$ cat src/rtl/mesh_term_arbiter_if.sv
// Handshake bundle between the per-source input FIFOs, the arbiter and one
// mesh terminal input port. The master side is the arbiter itself.
interface mesh_term_arbiter_if #(
    parameter int N_SRC   = 4,
    parameter int pckg_sz = 40
);
    localparam int GW = (N_SRC > 1) ? $clog2(N_SRC) : 1;

    logic [N_SRC-1:0]         src_pndng;
    logic [N_SRC*pckg_sz-1:0] src_data;
    logic [N_SRC-1:0]         src_pop;
    logic                     pndng_i_in;
    logic [pckg_sz-1:0]       data_out_i_in;
    logic                     popin;
    logic [GW-1:0]            grant_id;
    logic                     dest_err;
    logic [15:0]              fwd_cnt;
    logic [15:0]              err_cnt;

    modport master (
        input  src_pndng, src_data, popin,
        output src_pop, pndng_i_in, data_out_i_in, grant_id, dest_err, fwd_cnt, err_cnt
    );

    modport slave (
        output src_pndng, src_data, popin,
        input  src_pop, pndng_i_in, data_out_i_in, grant_id, dest_err, fwd_cnt, err_cnt
    );
endinterface

$ cat src/rtl/mesh_term_arbiter.sv
// Round-robin arbiter sharing one mesh terminal input between N_SRC local
// packet sources. Packets aimed at edge terminals are offered to the mesh
// until consumed; anything else is popped, dropped and counted.
module mesh_term_arbiter #(
    parameter int N_SRC   = 4,
    parameter int ROWS    = 4,
    parameter int COLUMS  = 4,
    parameter int pckg_sz = 40
) (
    input logic clk,
    input logic reset,
    mesh_term_arbiter_if.master bus
);
    localparam int GW = (N_SRC > 1) ? $clog2(N_SRC) : 1;

    typedef enum logic [1:0] {IDLE, OFFER, DROP} state_t;

    state_t               state_q, state_d;
    logic [GW-1:0]        lastGrant_q, lastGrant_d;
    logic [N_SRC-1:0]     srcPop_q, srcPop_d;
    logic                 pndng_q, pndng_d;
    logic [pckg_sz-1:0]   data_q, data_d;
    logic [GW-1:0]        grant_q, grant_d;
    logic                 destErr_q, destErr_d;
    logic [15:0]          fwdCnt_q, fwdCnt_d;
    logic [15:0]          errCnt_q, errCnt_d;

    int                   cand;
    logic [GW-1:0]        candIdx;
    logic                 found;
    logic [GW-1:0]        winner;
    logic [pckg_sz-1:0]   rawPkt;
    logic [pckg_sz-1:0]   capPkt;
    int                   rowV;
    int                   colV;
    logic                 legal;

    // Round-robin search starting just after the last granted source.
    always_comb begin
        found   = 1'b0;
        winner  = '0;
        cand    = 0;
        candIdx = '0;
        for (int k = 1; k <= N_SRC; k++) begin
            cand    = (int'(lastGrant_q) + k) % N_SRC;
            candIdx = cand[GW-1:0];
            if (!found && bus.src_pndng[candIdx]) begin
                found  = 1'b1;
                winner = candIdx;
            end
        end
    end

    // Select the winner's head packet, clear its hop field and classify the destination.
    always_comb begin
        rawPkt = '0;
        for (int i = 0; i < N_SRC; i++) begin
            if (winner == GW'(i)) begin
                rawPkt = bus.src_data[i*pckg_sz +: pckg_sz];
            end
        end
        capPkt = {8'h00, rawPkt[pckg_sz-9:0]};
        rowV   = {28'd0, rawPkt[pckg_sz-9 -: 4]};
        colV   = {28'd0, rawPkt[pckg_sz-13 -: 4]};
        legal  = ((rowV >= 1) && (rowV <= ROWS) && ((colV == 0) || (colV == COLUMS + 1))) ||
                 ((colV >= 1) && (colV <= COLUMS) && ((rowV == 0) || (rowV == ROWS + 1)));
    end

    // Next-state and output logic; pulses default low, everything else holds.
    always_comb begin
        state_d     = state_q;
        lastGrant_d = lastGrant_q;
        srcPop_d    = '0;
        pndng_d     = pndng_q;
        data_d      = data_q;
        grant_d     = grant_q;
        destErr_d   = 1'b0;
        fwdCnt_d    = fwdCnt_q;
        errCnt_d    = errCnt_q;
        case (state_q)
            IDLE: begin
                if (found) begin
                    srcPop_d[winner] = 1'b1;
                    grant_d          = winner;
                    lastGrant_d      = winner;
                    if (legal) begin
                        data_d  = capPkt;
                        pndng_d = 1'b1;
                        state_d = OFFER;
                    end else begin
                        destErr_d = 1'b1;
                        errCnt_d  = errCnt_q + 16'd1;
                        state_d   = DROP;
                    end
                end
            end
            OFFER: begin
                if (bus.popin) begin
                    pndng_d  = 1'b0;
                    fwdCnt_d = fwdCnt_q + 16'd1;
                    state_d  = IDLE;
                end
            end
            DROP: begin
                state_d = IDLE;
            end
            default: begin
                state_d = IDLE;
            end
        endcase
    end

    // State and output registers; reset makes source 0 the first priority.
    always_ff @(posedge clk or negedge reset) begin
        if (!reset) begin
            state_q     <= IDLE;
            lastGrant_q <= GW'(N_SRC - 1);
            srcPop_q    <= '0;
            pndng_q     <= 1'b0;
            data_q      <= '0;
            grant_q     <= '0;
            destErr_q   <= 1'b0;
            fwdCnt_q    <= '0;
            errCnt_q    <= '0;
        end else begin
            state_q     <= state_d;
            lastGrant_q <= lastGrant_d;
            srcPop_q    <= srcPop_d;
            pndng_q     <= pndng_d;
            data_q      <= data_d;
            grant_q     <= grant_d;
            destErr_q   <= destErr_d;
            fwdCnt_q    <= fwdCnt_d;
            errCnt_q    <= errCnt_d;
        end
    end

    assign bus.src_pop       = srcPop_q;
    assign bus.pndng_i_in    = pndng_q;
    assign bus.data_out_i_in = data_q;
    assign bus.grant_id      = grant_q;
    assign bus.dest_err      = destErr_q;
    assign bus.fwd_cnt       = fwdCnt_q;
    assign bus.err_cnt       = errCnt_q;
endmodule
$ cat src/flat_wrapper.sv
// flat-port wrapper written by rule: the top's interface ports become plain ports
module mesh_term_arbiter_flat 
#(
    parameter int N_SRC   = 4,
    parameter int ROWS    = 4,
    parameter int COLUMS  = 4,
    parameter int pckg_sz = 40
)
  (clk, reset, bus_src_pndng, bus_src_data, bus_popin, bus_src_pop, bus_pndng_i_in, bus_data_out_i_in, bus_grant_id, bus_dest_err, bus_fwd_cnt, bus_err_cnt);
  mesh_term_arbiter_if #(.N_SRC(N_SRC), .pckg_sz(pckg_sz)) bus_i ();
  input logic clk;
  input logic reset;
  input wire logic [$bits(bus_i.src_pndng)-1:0] bus_src_pndng;
  input wire logic [$bits(bus_i.src_data)-1:0] bus_src_data;
  input wire logic [$bits(bus_i.popin)-1:0] bus_popin;
  output wire logic [$bits(bus_i.src_pop)-1:0] bus_src_pop;
  output wire logic [$bits(bus_i.pndng_i_in)-1:0] bus_pndng_i_in;
  output wire logic [$bits(bus_i.data_out_i_in)-1:0] bus_data_out_i_in;
  output wire logic [$bits(bus_i.grant_id)-1:0] bus_grant_id;
  output wire logic [$bits(bus_i.dest_err)-1:0] bus_dest_err;
  output wire logic [$bits(bus_i.fwd_cnt)-1:0] bus_fwd_cnt;
  output wire logic [$bits(bus_i.err_cnt)-1:0] bus_err_cnt;
  assign bus_i.src_pndng = bus_src_pndng;
  assign bus_i.src_data = bus_src_data;
  assign bus_i.popin = bus_popin;
  assign bus_src_pop = bus_i.src_pop;
  assign bus_pndng_i_in = bus_i.pndng_i_in;
  assign bus_data_out_i_in = bus_i.data_out_i_in;
  assign bus_grant_id = bus_i.grant_id;
  assign bus_dest_err = bus_i.dest_err;
  assign bus_fwd_cnt = bus_i.fwd_cnt;
  assign bus_err_cnt = bus_i.err_cnt;
  mesh_term_arbiter #(.N_SRC(N_SRC), .ROWS(ROWS), .COLUMS(COLUMS), .pckg_sz(pckg_sz)) u_core (.clk(clk), .reset(reset), .bus(bus_i));
endmodule
$ cat config.mk
export PLATFORM = sky130hd
export DESIGN_NAME = mesh_term_arbiter_flat
export DESIGN_NICKNAME = d
export VERILOG_FILES = /design/src/rtl/mesh_term_arbiter_if.sv /design/src/rtl/mesh_term_arbiter.sv /design/src/flat_wrapper.sv
export SDC_FILE = /design/constraint.sdc
export NUM_CORES = 1
export LEC_CHECK = 0
export BUFFER_PORTS_ARGS = -buffer_cell sky130_fd_sc_hd__buf_2
export CORE_MARGIN = 2
export CORE_UTILIZATION = 48
export CTS_CLUSTER_DIAMETER = 100
export CTS_CLUSTER_SIZE = 8
export DETAILED_ROUTE_END_ITERATION = 8
export HOLD_SLACK_MARGIN = 0.05
export PLACE_DENSITY = 0.95
export RECOVER_POWER = 50
export SLEW_MARGIN = 30
export SYNTH_ARGS = -nofsm -noshare
export SYNTH_HDL_FRONTEND = slang
export SYNTH_SLANG_ARGS = --single-unit
$ cat constraint.sdc
create_clock -name clk -period 8.6 [get_ports clk]
set_input_delay 1.29 -clock clk [delete_from_list [all_inputs] [get_ports clk]]
set_output_delay 1.29 -clock clk [all_outputs]
set_load 0.03 [all_outputs]
======== After elaboration in Yosys (flattened, before gate mapping) ========
Index checks and enable logic that the tools add are counted.
word-level totals
  input bits .............................. 167
  output and inout bits ................... 80
  register bits after elaboration ......... 76
operators by class
  bitwise logic cells ..................... 1
  eq/ne operators ......................... 9
  add/sub/neg operators ................... 6
  reduce and logical (&&, ||, !) cells .... 25
  order comparisons ....................... 10
  multiplexer cells ....................... 35
operators by type and width
  operator                                                            count
  2-to-1 mux 32 bit                                                   4
  adder 16 x 1 -> 16 bit (second input constant)                      2
  less-than comparator 2 x 3 -> 1 bit (second input constant)         5
  2-to-1 mux 1 bit                                                    15
  2-to-1 mux 2 bit                                                    7
  binary-select mux 1 bit (select 2 bit)                              4
  equality test 4 bit (second input constant)                         2
  greater-or-equal comparator 4 x 1 -> 1 bit (second input constant)  2
  less-or-equal comparator 4 x 3 -> 1 bit (second input constant)     2
  logical AND 1 bit                                                   8
  logical NOT 4 bit                                                   2
  2-to-1 mux 4 bit                                                    2
  AND reduction 2 bit                                                 3
  AND reduction 3 bit                                                 2
  adder 2 x 1 -> 2 bit (second input constant)                        2
  adder 2 bit (second input constant)                                 2
  equality test 2 x 1 -> 1 bit (second input constant)                2
  equality test 2 bit (second input constant)                         2
  logical NOT 2 bit                                                   2
  != test 2 x 1 -> 1 bit (second input constant)                      2
  one-hot mux 2 bit (2 select lines)                                  1
  AND reduction 4 bit                                                 1
  logical NOT 1 bit                                                   3
  logical OR 1 bit                                                    3
  other kinds (6)                                                     6

======== Longest topological paths before layout ========
Gate-level depths: netlist of run 1.
  depth after elaboration ................. 25
  depth in mapped cells ................... 13
  mapped depth without buffers ............ 11

======== Least setup slack after synthesis of run 1 ========
Ideal clock, no wire load.
  path type ............................... input port to flip-flop
  start point ............................. input bus_src_pndng[1]
  end point ............................... register u_core.data_q[10], in the netlist u_core.bus.data_out_i_in[10]
  stages .................................. 12
  arrival ................................. 3.437 ns
  path slack .............................. 5.038 ns
  required time ........................... 8.475 ns
  cells stage by stage .................... nor2_1 o22ai_2 nor2_4 buf_6 a21oi_1 a32o_1 xnor2_1 nor4_1 a31oi_1 nor2_2 buf_6 mux2_2
on the way
  cells in the longest elaborated chain, start to end .. 22
RTL lines
  what                                                                      RTL line                                          RTL
  start, declared                                                           flat_wrapper.sv:13                                input wire logic [$bits(bus_i.src_pndng)-1:0] bus_src_pndng;
  binary-select mux 1 bit (select 2 bit)                                    mesh_term_arbiter.sv:47                           if (!found && bus.src_pndng[candIdx]) begin
  2-to-1 mux 1 bit (not written as such)                                    mesh_term_arbiter.sv:47
  2-to-1 mux 1 bit                                                          mesh_term_arbiter.sv:47
  logical NOT 1 bit                                                         mesh_term_arbiter.sv:47
  logical AND 1 bit                                                         mesh_term_arbiter.sv:47
  2-to-1 mux 1 bit                                                          mesh_term_arbiter.sv:47
  logical NOT 1 bit                                                         mesh_term_arbiter.sv:47
  logical AND 1 bit                                                         mesh_term_arbiter.sv:47
  (+3 left out)                                                             -
  2-to-1 mux 2 bit                                                          mesh_term_arbiter.sv:47
  logical NOT 2 bit                                                         mesh_term_arbiter.sv:58                           if (winner == GW'(i)) begin
  2-to-1 mux 32 bit (4 in series)                                           mesh_term_arbiter.sv:58
  greater-or-equal comparator 4 x 1 -> 1 bit, or another cell as far along  mesh_term_arbiter.sv:65                           legal = ((rowV >= 1) && (rowV <= ROWS) && ((colV == 0) || (colV == COLUMS + 1))) ||
  logical AND 1 bit, or another cell as far along                           mesh_term_arbiter.sv:65
  logical AND 1 bit, on equally long branches                               mesh_term_arbiter.sv:65, mesh_term_arbiter.sv:66
  logical OR 1 bit                                                          mesh_term_arbiter.sv:65
  AND reduction 3 bit (no line)                                             -
  end signal, assigned                                                      mesh_term_arbiter.sv:130                          data_q <= data_d;
  end, declared                                                             mesh_term_arbiter.sv:22                           logic [pckg_sz-1:0] data_q, data_d;
Several ways; a longest one is shown, not always the timed one. The select of a mux whose other input is x is not followed.
A chain may end at the register's enable or synchronous reset.

==> results.md, run 1 <==
- Status: complete, but fails checks
- Violated checks: max-capacitance violations, max-slew violations
- Worst path required time: 8.13 ns
- Largest stage delay on the critical path: 2.74 ns
- Core area: 8680 um2
- YS warnings: 0
- Max-cap viol count: 1
- Antenna Cells: 0
- Total gr overflow: 0
- Vias per cell: 5.36
- Cells after synthesis: 485
- Buffers on Ports: 206
- Yosys cell types: 52
- Count of final max-slew check failures: 77
- Final WL: 12500 um
- DP Area: 5310 um2
- Type of origin of the critical path: input pin
- Period utilization: 53.0%
- Setup TNS: 0 ns
- WL met1: 5040 um
- Largest net degree at the start of global routing: 77
- Final Hold Fails: 0
- Vias in the first global route: 4156
- Total track usage: 26.0%
- Commonest non-fill, non-tap cell in the layout: buf_2
- Syn_area_per_cell: 8.83 um2
- Xor/xnor cell area share of the yosys netlist: 6.95%
- Nets@finish: 847
- Detailed router's first-iteration violation count: 113
- Slew HR: -165%
- Final instance area: 5460 um2
- Worst skew pair latency: 0.34 ns
- Post-synthesis sequential area ratio: 44.5%
- Post-route ant nets: 0
- Arrival @ worst endpoint: 4.08 ns
- Tmin final: 4.56 ns
- HP Class: reg2reg
- Number of remaining DRC errors: 0
- Multiplexer area fraction after synthesis: 8.88%
- Mapped Area: 4280 um2
- Initial antenna violation count: 2
- Seq pwr share: 30.7%
- Cts bufs inserted: 9
- Worst slew pin tran: 3.98 ns
- Share of post-route cells with drive strength above 1: 33.7%
- VDD IR max: 0.000235 V
- Switch share: 48.9%
- Psw: 0.000940 W
- Reg clk slew, reported paths: 0.08 ns
- Global-route wire length before repair: 20400 um
- H-tree Lvls: 3
- Worst Skew: 0.0105 ns
- Synth Area in Compound Gates: 9.37%
- Reg2reg setup slack: 4.86 ns
- Routed via count: 4236
- CTS max path bufs: 2
- Critical-path cell list: clkbuf_1
- CP max FO: 76
- Number of synthesized register bits: 76
- IO Pins: 247
- WL met2: 6090 um
- P per Cell Area: 352 nW/um2
- Die W: 98.5 um
- Comb pwr share: 55.3%
- Pint: 0.000981 W
- Routed wl met3: 1160 um
- Crit path max-delay family: buffers and inverters
- CTS Sinks: 76
- Fmax: 219 MHz
- # hold bufs at CTS: 0
- Drt pass-1 iters: 5
- Clock share of power: 14.0%
- Area delta synth->final: 27.4%
- RSZ-0062 raised after global routing: no
- Setup violators final: 0
- Fin cells: 791
- DIE AREA: 9700 um2
- Placer Congestion: 0.882
- Fillers: 774
- Buffer and inverter count on the worst path: 1
- Leakage: 2.65 nW
- Die height: 98.5 um
- Post-Synth Simple-Gate Area: 24.2%
- Mean routed wirelength per cell: 15.8 um
- Num rows: 34
- Largest family of logic cells by synthesized area: simple AND/OR/NAND/NOR gates
- CP max stage cell: clkbuf_1
- Synthesized-area fraction occupied by adder cells: 0.584%
- Root Buffer: clkbuf_8
- # Post-CTS Setup Buffers: 0
- Top Layer Used: met5
- Most frequent cells in the layout: 170 x buf_2, 108 x nor2_1, 79 x nand2_1
- Post_cts resized: 0
- DP Wirelength: 9410 um
- CTS tree: yes
- Placed Instances: 775
- Initial Util: 49.4%
- CP endpoint kind: asynchronous set/reset pin
- Kind of critical path: in2async
## metal layers
layer / global-route usage, % / up-vias
li1: - / 2000
met1: 33.1 / 2014
met2: 43.5 / 194
met3: 7.66 / 24
met4: 7.17 / 4
met5: 0 / -
## state kept, by name, summed over array words and instances (netlist names)
signal / flops
u_core.bus.data_out_i_in: 32
u_core.bus.err_cnt: 16
u_core.bus.fwd_cnt: 16
u_core.bus.src_pop: 4
u_core.bus.grant_id: 2
u_core.lastGrant_q: 2
u_core.state_q: 2
u_core.bus.dest_err: 1
u_core.bus.pndng_i_in: 1
## metrics by stage
| step | hold WS, ns | power, W | util, % | worst slack, ns |
|---|---|---|---|---|
| finish | 0.478 | 0.00192 | 62.9 | 4.04 |
| global route | 0.500 | 0.00206 | 62.9 | 3.21 |
| CTS | 0.481 | 0.00195 | 63.4 | 4.35 |
| detailed placement | 0.464 | 0.00167 | 61.2 | 3.98 |
| global placement | 0.452 | 0.00164 | 61.1 | 3.82 |
| floorplan | 0.467 | 0.00140 | - | 5.04 |
## kinds of logic after synthesis
kind of cell               count (synthesis)
adders and majority gates                  2
muxes                                     34
other                                      1
buffers and inverters                     43
xor gates and xnor gates                  34
DFF                                       76
and+or+nand+nor                          239
AOI/OAI and AO/OA                         56
## final cells by class
type | instances | area, um2 | area share (%)
Multi-Input combinational cell | 373 | 2180 | 40.0
Sequential cell | 76 | 1900 | 34.9
Timing Repair Buffer | 209 | 1010 | 18.5
Tap cell | 108 | 135 | 2.48
Clock buffer | 10 | 128 | 2.34
Clock inverter | 6 | 65.1 | 1.19
Inverter | 9 | 33.8 | 0.619
## Yosys cell counts (all sizes together)
cell type / n / area (um2)
nor2: 110 / 423
nand2: 80 / 303
dfrtp: 74 / 1850
mux2: 32 / 360
a31oi: 25 / 156
buf: 22 / 158
xnor2: 19 / 166
xor2: 15 / 131
clkbuf: 12 / 45.0
nand4: 11 / 68.8
nor3: 10 / 50.1
inv: 9 / 33.8
nand3: 7 / 35.0
a21oi: 5 / 25.0
nor4: 5 / 52.6
a211o: 3 / 26.3
a21boi: 3 / 22.5
a21o: 3 / 22.5
a32oi: 3 / 33.8
and2: 3 / 18.8
and3: 3 / 18.8
nor2b: 3 / 18.8
o21ai: 3 / 18.8
dfstp: 2 / 52.6
ha: 2 / 25.0
mux2i: 2 / 20.0
nand2b: 2 / 12.5
nor3b: 2 / 15.0
o22a: 2 / 17.5
o22ai: 2 / 18.8
o32ai: 2 / 17.5
or3: 2 / 12.5
a22oi: 1 / 7.51
a311o: 1 / 10.0
a32o: 1 / 10.0
conb: 1 / 3.75
o211ai: 1 / 7.51
o31ai: 1 / 7.51
or2: 1 / 6.26
## path summary, 6_finish.rpt
check	from	endpoint	cells after the start
max	reset	u_core.bus.data_out_i_in[10]$_DFFE_PN0P_	1
min	u_core.bus.err_cnt[15]$_DFFE_PN0P_	u_core.bus.err_cnt[15]$_DFFE_PN0P_	1
max reg2reg	u_core.lastGrant_q[1]$_DFFE_PN1P_	u_core.bus.err_cnt[4]$_DFFE_PN0P_	11
min reg2reg	u_core.bus.err_cnt[15]$_DFFE_PN0P_	u_core.bus.err_cnt[15]$_DFFE_PN0P_	1
max in group clk	bus_src_pndng[1]	u_core.bus.err_cnt[4]$_DFFE_PN0P_	12
min in group asynchronous	reset	u_core.bus.fwd_cnt[7]$_DFFE_PN0P_	1
## power groups by stage
stage	Combinational, W	Sequential (W)	Clock, W
detailed placement	0.00109	0.000588	0
floorplan	0.000592	0.000810	0
global route	0.00116	0.000603	0.000289
global placement	0.00106	0.000580	0
finish	0.00106	0.000590	0.000269
CTS	0.00109	0.000583	0.000275
(Power assumes the default switching activity.)
==> run 2, diff against run 1 <==
--- a/config.mk
+++ b/config.mk
@@ -5,14 +5,15 @@
 export SDC_FILE = /design/constraint.sdc
 export NUM_CORES = 1
 export LEC_CHECK = 0
+export ABC_AREA = 1
 export BUFFER_PORTS_ARGS = -buffer_cell sky130_fd_sc_hd__buf_2
 export CORE_MARGIN = 2
-export CORE_UTILIZATION = 48
+export CORE_UTILIZATION = 42
 export CTS_CLUSTER_DIAMETER = 100
 export CTS_CLUSTER_SIZE = 8
 export DETAILED_ROUTE_END_ITERATION = 8
 export HOLD_SLACK_MARGIN = 0.05
-export PLACE_DENSITY = 0.95
+export PLACE_DENSITY = 0.88
 export RECOVER_POWER = 50
 export SLEW_MARGIN = 30
 export SYNTH_ARGS = -nofsm -noshare
==> constraint.sdc (replaced) <==
create_clock -name clk -period 3.75 [get_ports clk]
set_input_delay 0.5625 -clock clk [delete_from_list [all_inputs] [get_ports clk]]
set_output_delay 0.5625 -clock clk [all_outputs]
set_load 0.03 [all_outputs]
==> run 2 against run 1 <==
The run still ends with max-capacitance violations, max-slew violations left. Via count up 23%. Design area increased by 13%. Clock skew fell by 0.0023 ns. Hold slack lost 0.050 ns. Register-to-register slack lost 4.5 ns. Combinational power rose to 4.8 times the previous value. Power rose to 3.7 times the previous value. Area after synthesis is 12% higher. Die area grew 27%. Non-clock buffer count is 8 higher. Synthesized cell count rose by 36%.
==> results.md, run 2 <==
- GR Util met1: 30.2% (-3.0 points)
- GR Util met3: 4.87% (-2.8 points)
- Type of origin of the critical path: flop
- Largest family of logic cells by synthesized area: simple AND/OR/NAND/NOR gates
- CTS tree: yes
- Global-route wire length before repair: 22600 um (+11%)
- Post-route ant nets: 0 (unchanged)
- Number of flip-flops in the largest register: 32 (unchanged)
- Post-synth EDFFs: 0 (unchanged)
- Status: complete, but fails checks
- Final Hold Fails: 0 (unchanged)
- Tmin final: 3.37 ns
- Worst hold stages: 2 (+1)
- Synthesized-area fraction occupied by adder cells: 0.519% (-0.065 points)
- Setup TNS: 0 ns (unchanged)
- CTS Sinks: 76 (unchanged)
- Violated checks: max-capacitance violations, max-slew violations
- Post-Synth Simple-Gate Area: 44.9% (+21 points)
- Top cells by count, synth: 229 x nand2_1, 114 x nand3_1, 74 x dfrtp_1
- Mean routed wirelength per cell: 14.0 um (-12%)
- Total track usage: 22.4% (-3.6 points)
- Final WL: 14000 um (+12%)
- CP max FO: 23 (-70%)
- Initial Util: 42.6% (-6.8 points)
- Placer Congestion: 0.893 (+1.3%)
- P per Cell Area: 1160 nW/um2 (+230%)
- Yosys cell types: 35 (-33%)
- Cts bufs inserted: 9 (unchanged)
- Fillers: 1088 (+41%)
- H-tree Lvls: 3 (unchanged)
- DIE AREA: 12300 um2 (+27%)
- Number of remaining DRC errors: 0 (unchanged)
- Worst R2R Path Depth: 20 (+9)
- Syn_area_per_cell: 7.29 um2 (-17%)
- HP Class: in2reg
- Core area: 11300 um2 (+30%)
- Leakage: 3.39 nW (+28%)
- Slew HR: -22.6% (+140 points)
- Post-synthesis sequential area ratio: 39.5% (-4.9 points)
- Cells after synthesis: 661 (+36%)
- Worst Skew: 0.00821 ns (-0.00232 ns)
- Area contributors post-synth: dfrtp_1 38%, nand2_1 18%, nand3_1 12%, nand4_1 7.0%, xor2_1 3.8%
- Detailed router's first-iteration violation count: 630 (+460%)
- Synth Area in Compound Gates: 1.12% (-8.3 points)
- Share of post-route cells with drive strength above 1: 26.9% (-6.8 points)
- Initial antenna violation count: 0 (-2)
- Reg2reg setup slack: 0.38 ns (-4.48 ns)
- Drt pass-1 iters: 5 (unchanged)
- Die height: 111 um (+13%)
- Kind of critical path: reg2reg
- Arrival @ worst endpoint: 3.59 ns (-0.49 ns)
- Mapped Area: 4820 um2 (+12%)
- Count of final max-slew check failures: 77 (unchanged)
- Setup violators final: 0 (unchanged)
- RSZ-0062 raised after global routing: no
- Hold Slack: 0.428 ns (-0.0496 ns)
- Buffers on Ports: 206 (unchanged)
- GR peak layer: met2
- Xor/xnor cell area share of the yosys netlist: 5.27% (-1.7 points)
- FF-to-FF End: u_core.bus.err_cnt[11]$_DFFE_PN0P_
- CP endpoint kind: flop
- Commonest non-fill, non-tap cell in the layout: nand2_1
- VDD IR max: 0.00141 V (+500%)
- Worst skew pair latency: 0.33 ns (about the same)
- Period utilization: 89.9%
- Fmax: 297 MHz
- Vias in the first global route: 4751 (+14%)
- Hold Path Sink: u_core.state_q[0]$_DFFE_PN0P_
- Met2 GRT Util: 34.7% (-8.8 points)
- Root Buffer: clkbuf_16
- Worst path required time: 3.97 ns (-4.16 ns)
- DP Wirelength: 10500 um (+12%)
- IO Pins: 247 (unchanged)
- Multiplexer area fraction after synthesis: 0.234% (-8.6 points)
- Largest net degree at the start of global routing: 77 (unchanged)
- Worst slew pin tran: 1.84 ns (-2.14 ns)
- Nets@finish: 1024 (+21%)
- Antenna Cells: 0 (unchanged)
- Top-count cell post-synth: nand2_1
- YS warnings: 0 (unchanged)
- Most frequent cells in the layout: 229 x nand2_1, 177 x buf_2, 114 x nand3_1
- CTS max path bufs: 2 (unchanged)
- Vias per cell: 5.18 (-3.3%)
- Routed via count: 5193 (+23%)
- Number of synthesized register bits: 76 (unchanged)
- Die W: 111 um (+13%)
- R2R Path Start: u_core.lastGrant_q[1]$_DFFE_PN1P_
- Worst hold start: bus_popin
- Synth Flop Type: dfrtp_1
- Max-cap viol count: 1 (unchanged)
- # hold bufs at CTS: 0 (unchanged)
- Num rows: 39 (+15%)
- Reg clk slew, reported paths: 0.06 ns (-0.02 ns)
- Area delta synth->final: 28.5%
- Synth top area share: 38.4% (-4.8 points)
- Post-synth ARST share: 100% (unchanged)
- Synth area leader: dfrtp_1
- Total gr overflow: 0 (unchanged)
run 2: layout make-up:
class | count | area, um2 | area share, %
timing repair buffer | 217 | 1080 | 17.4
tap | 143 | 179 | 2.89
clock inverter | 5 | 37.5 | 0.606
multi-input combinational | 512 | 2600 | 42.0
clock buffer | 11 | 243 | 3.92
sequential | 76 | 1900 | 30.8
inverter | 39 | 151 | 2.45
run 2: how the worst max path moves through the flow:
stage	cells past startpoint	slack (ns)	endpoint	from
finish	20	0.38	u_core.bus.err_cnt[11]$_DFFE_PN0P_	u_core.lastGrant_q[1]$_DFFE_PN1P_
global placement	19	0.23	u_core.bus.data_out_i_in[9]$_DFFE_PN0P_	u_core.lastGrant_q[0]$_DFFE_PN1P_
global route	20	0.003	u_core.bus.err_cnt[11]$_DFFE_PN0P_	u_core.lastGrant_q[1]$_DFFE_PN1P_
detailed placement	20	0.17	u_core.bus.data_out_i_in[18]$_DFFE_PN0P_	bus_src_pndng[0]
CTS	19	0.17	u_core.bus.data_out_i_in[16]$_DFFE_PN0P_	u_core.lastGrant_q[0]$_DFFE_PN1P_
floorplan	21	0.99	u_core.bus.data_out_i_in[10]$_DFFE_PN0P_	u_core.lastGrant_q[0]$_DFFE_PN1P_
run 2: cell families after synthesis:
logic type                 count (synthesis)
xor gates and xnor gates                  29
AOI/OAI and AO/OA                          9
and+or+nand+nor                          462
other                                      1
adders and majority gates                  2
DFF                                       76
buffers and inverters                     81
muxes                                      1
run 2: critical path, cell delays in order (launching register included):
cell and delay, ns:
dfstp_2 0.61, inv_2 0.10, nand2_1 0.07, nand2_1 0.08
nand2_1 0.12, nand2_2 0.10, nor2_4 0.14, nand3_2 0.12
nand2_1 0.12, nand2_4 0.19, inv_6 0.18, nand3_1 0.15
nand4_1 0.21, nor2_1 0.06, nand2_1 0.12, nand2_1 0.11
nand3_4 0.12, buf_4 0.24, nand3_4 0.23, nand2_1 0.12
nand2_1 0.06
run 2: what timing repair did:
item | 4_1_cts | 5_1_grt
setup buffers | 0 | 3
resized for setup | 0 | 10
setup endpoints to repair | 0 | 50
run 2: metal layers:
layer	up-vias	routed length (um)	part of all wire, %
met3	33	1090	7.8
met5	-	0	0
met1	2352	6000	43
met4	0	385	2.7
met2	240	6520	47
li1	2568	-	-
run 2: stage by stage:
stage	total power (W)	std cells	setup slack [ns]	util (%)	instance area, um2
after floorplan	0.00519	668	0.988	-	4850
after global placement	0.00606	983	0.229	51.8	5860
after global routing	0.00789	1003	0.00262	54.7	6190
final	0.00718	1003	0.380	54.7	6190
after detailed placement	0.00614	983	0.169	51.8	5860
after CTS	0.00697	999	0.168	54.3	6140
run 2: report_power, final:
group / internal [W] / leakage, nW / switching [W] / total [W]
Sequential: 0.00108 / 1.00 / 0.000163 / 0.00125
Clock: 0.000468 / 0.132 / 0.000334 / 0.000802
Combinational: 0.00145 / 2.25 / 0.00369 / 0.00513
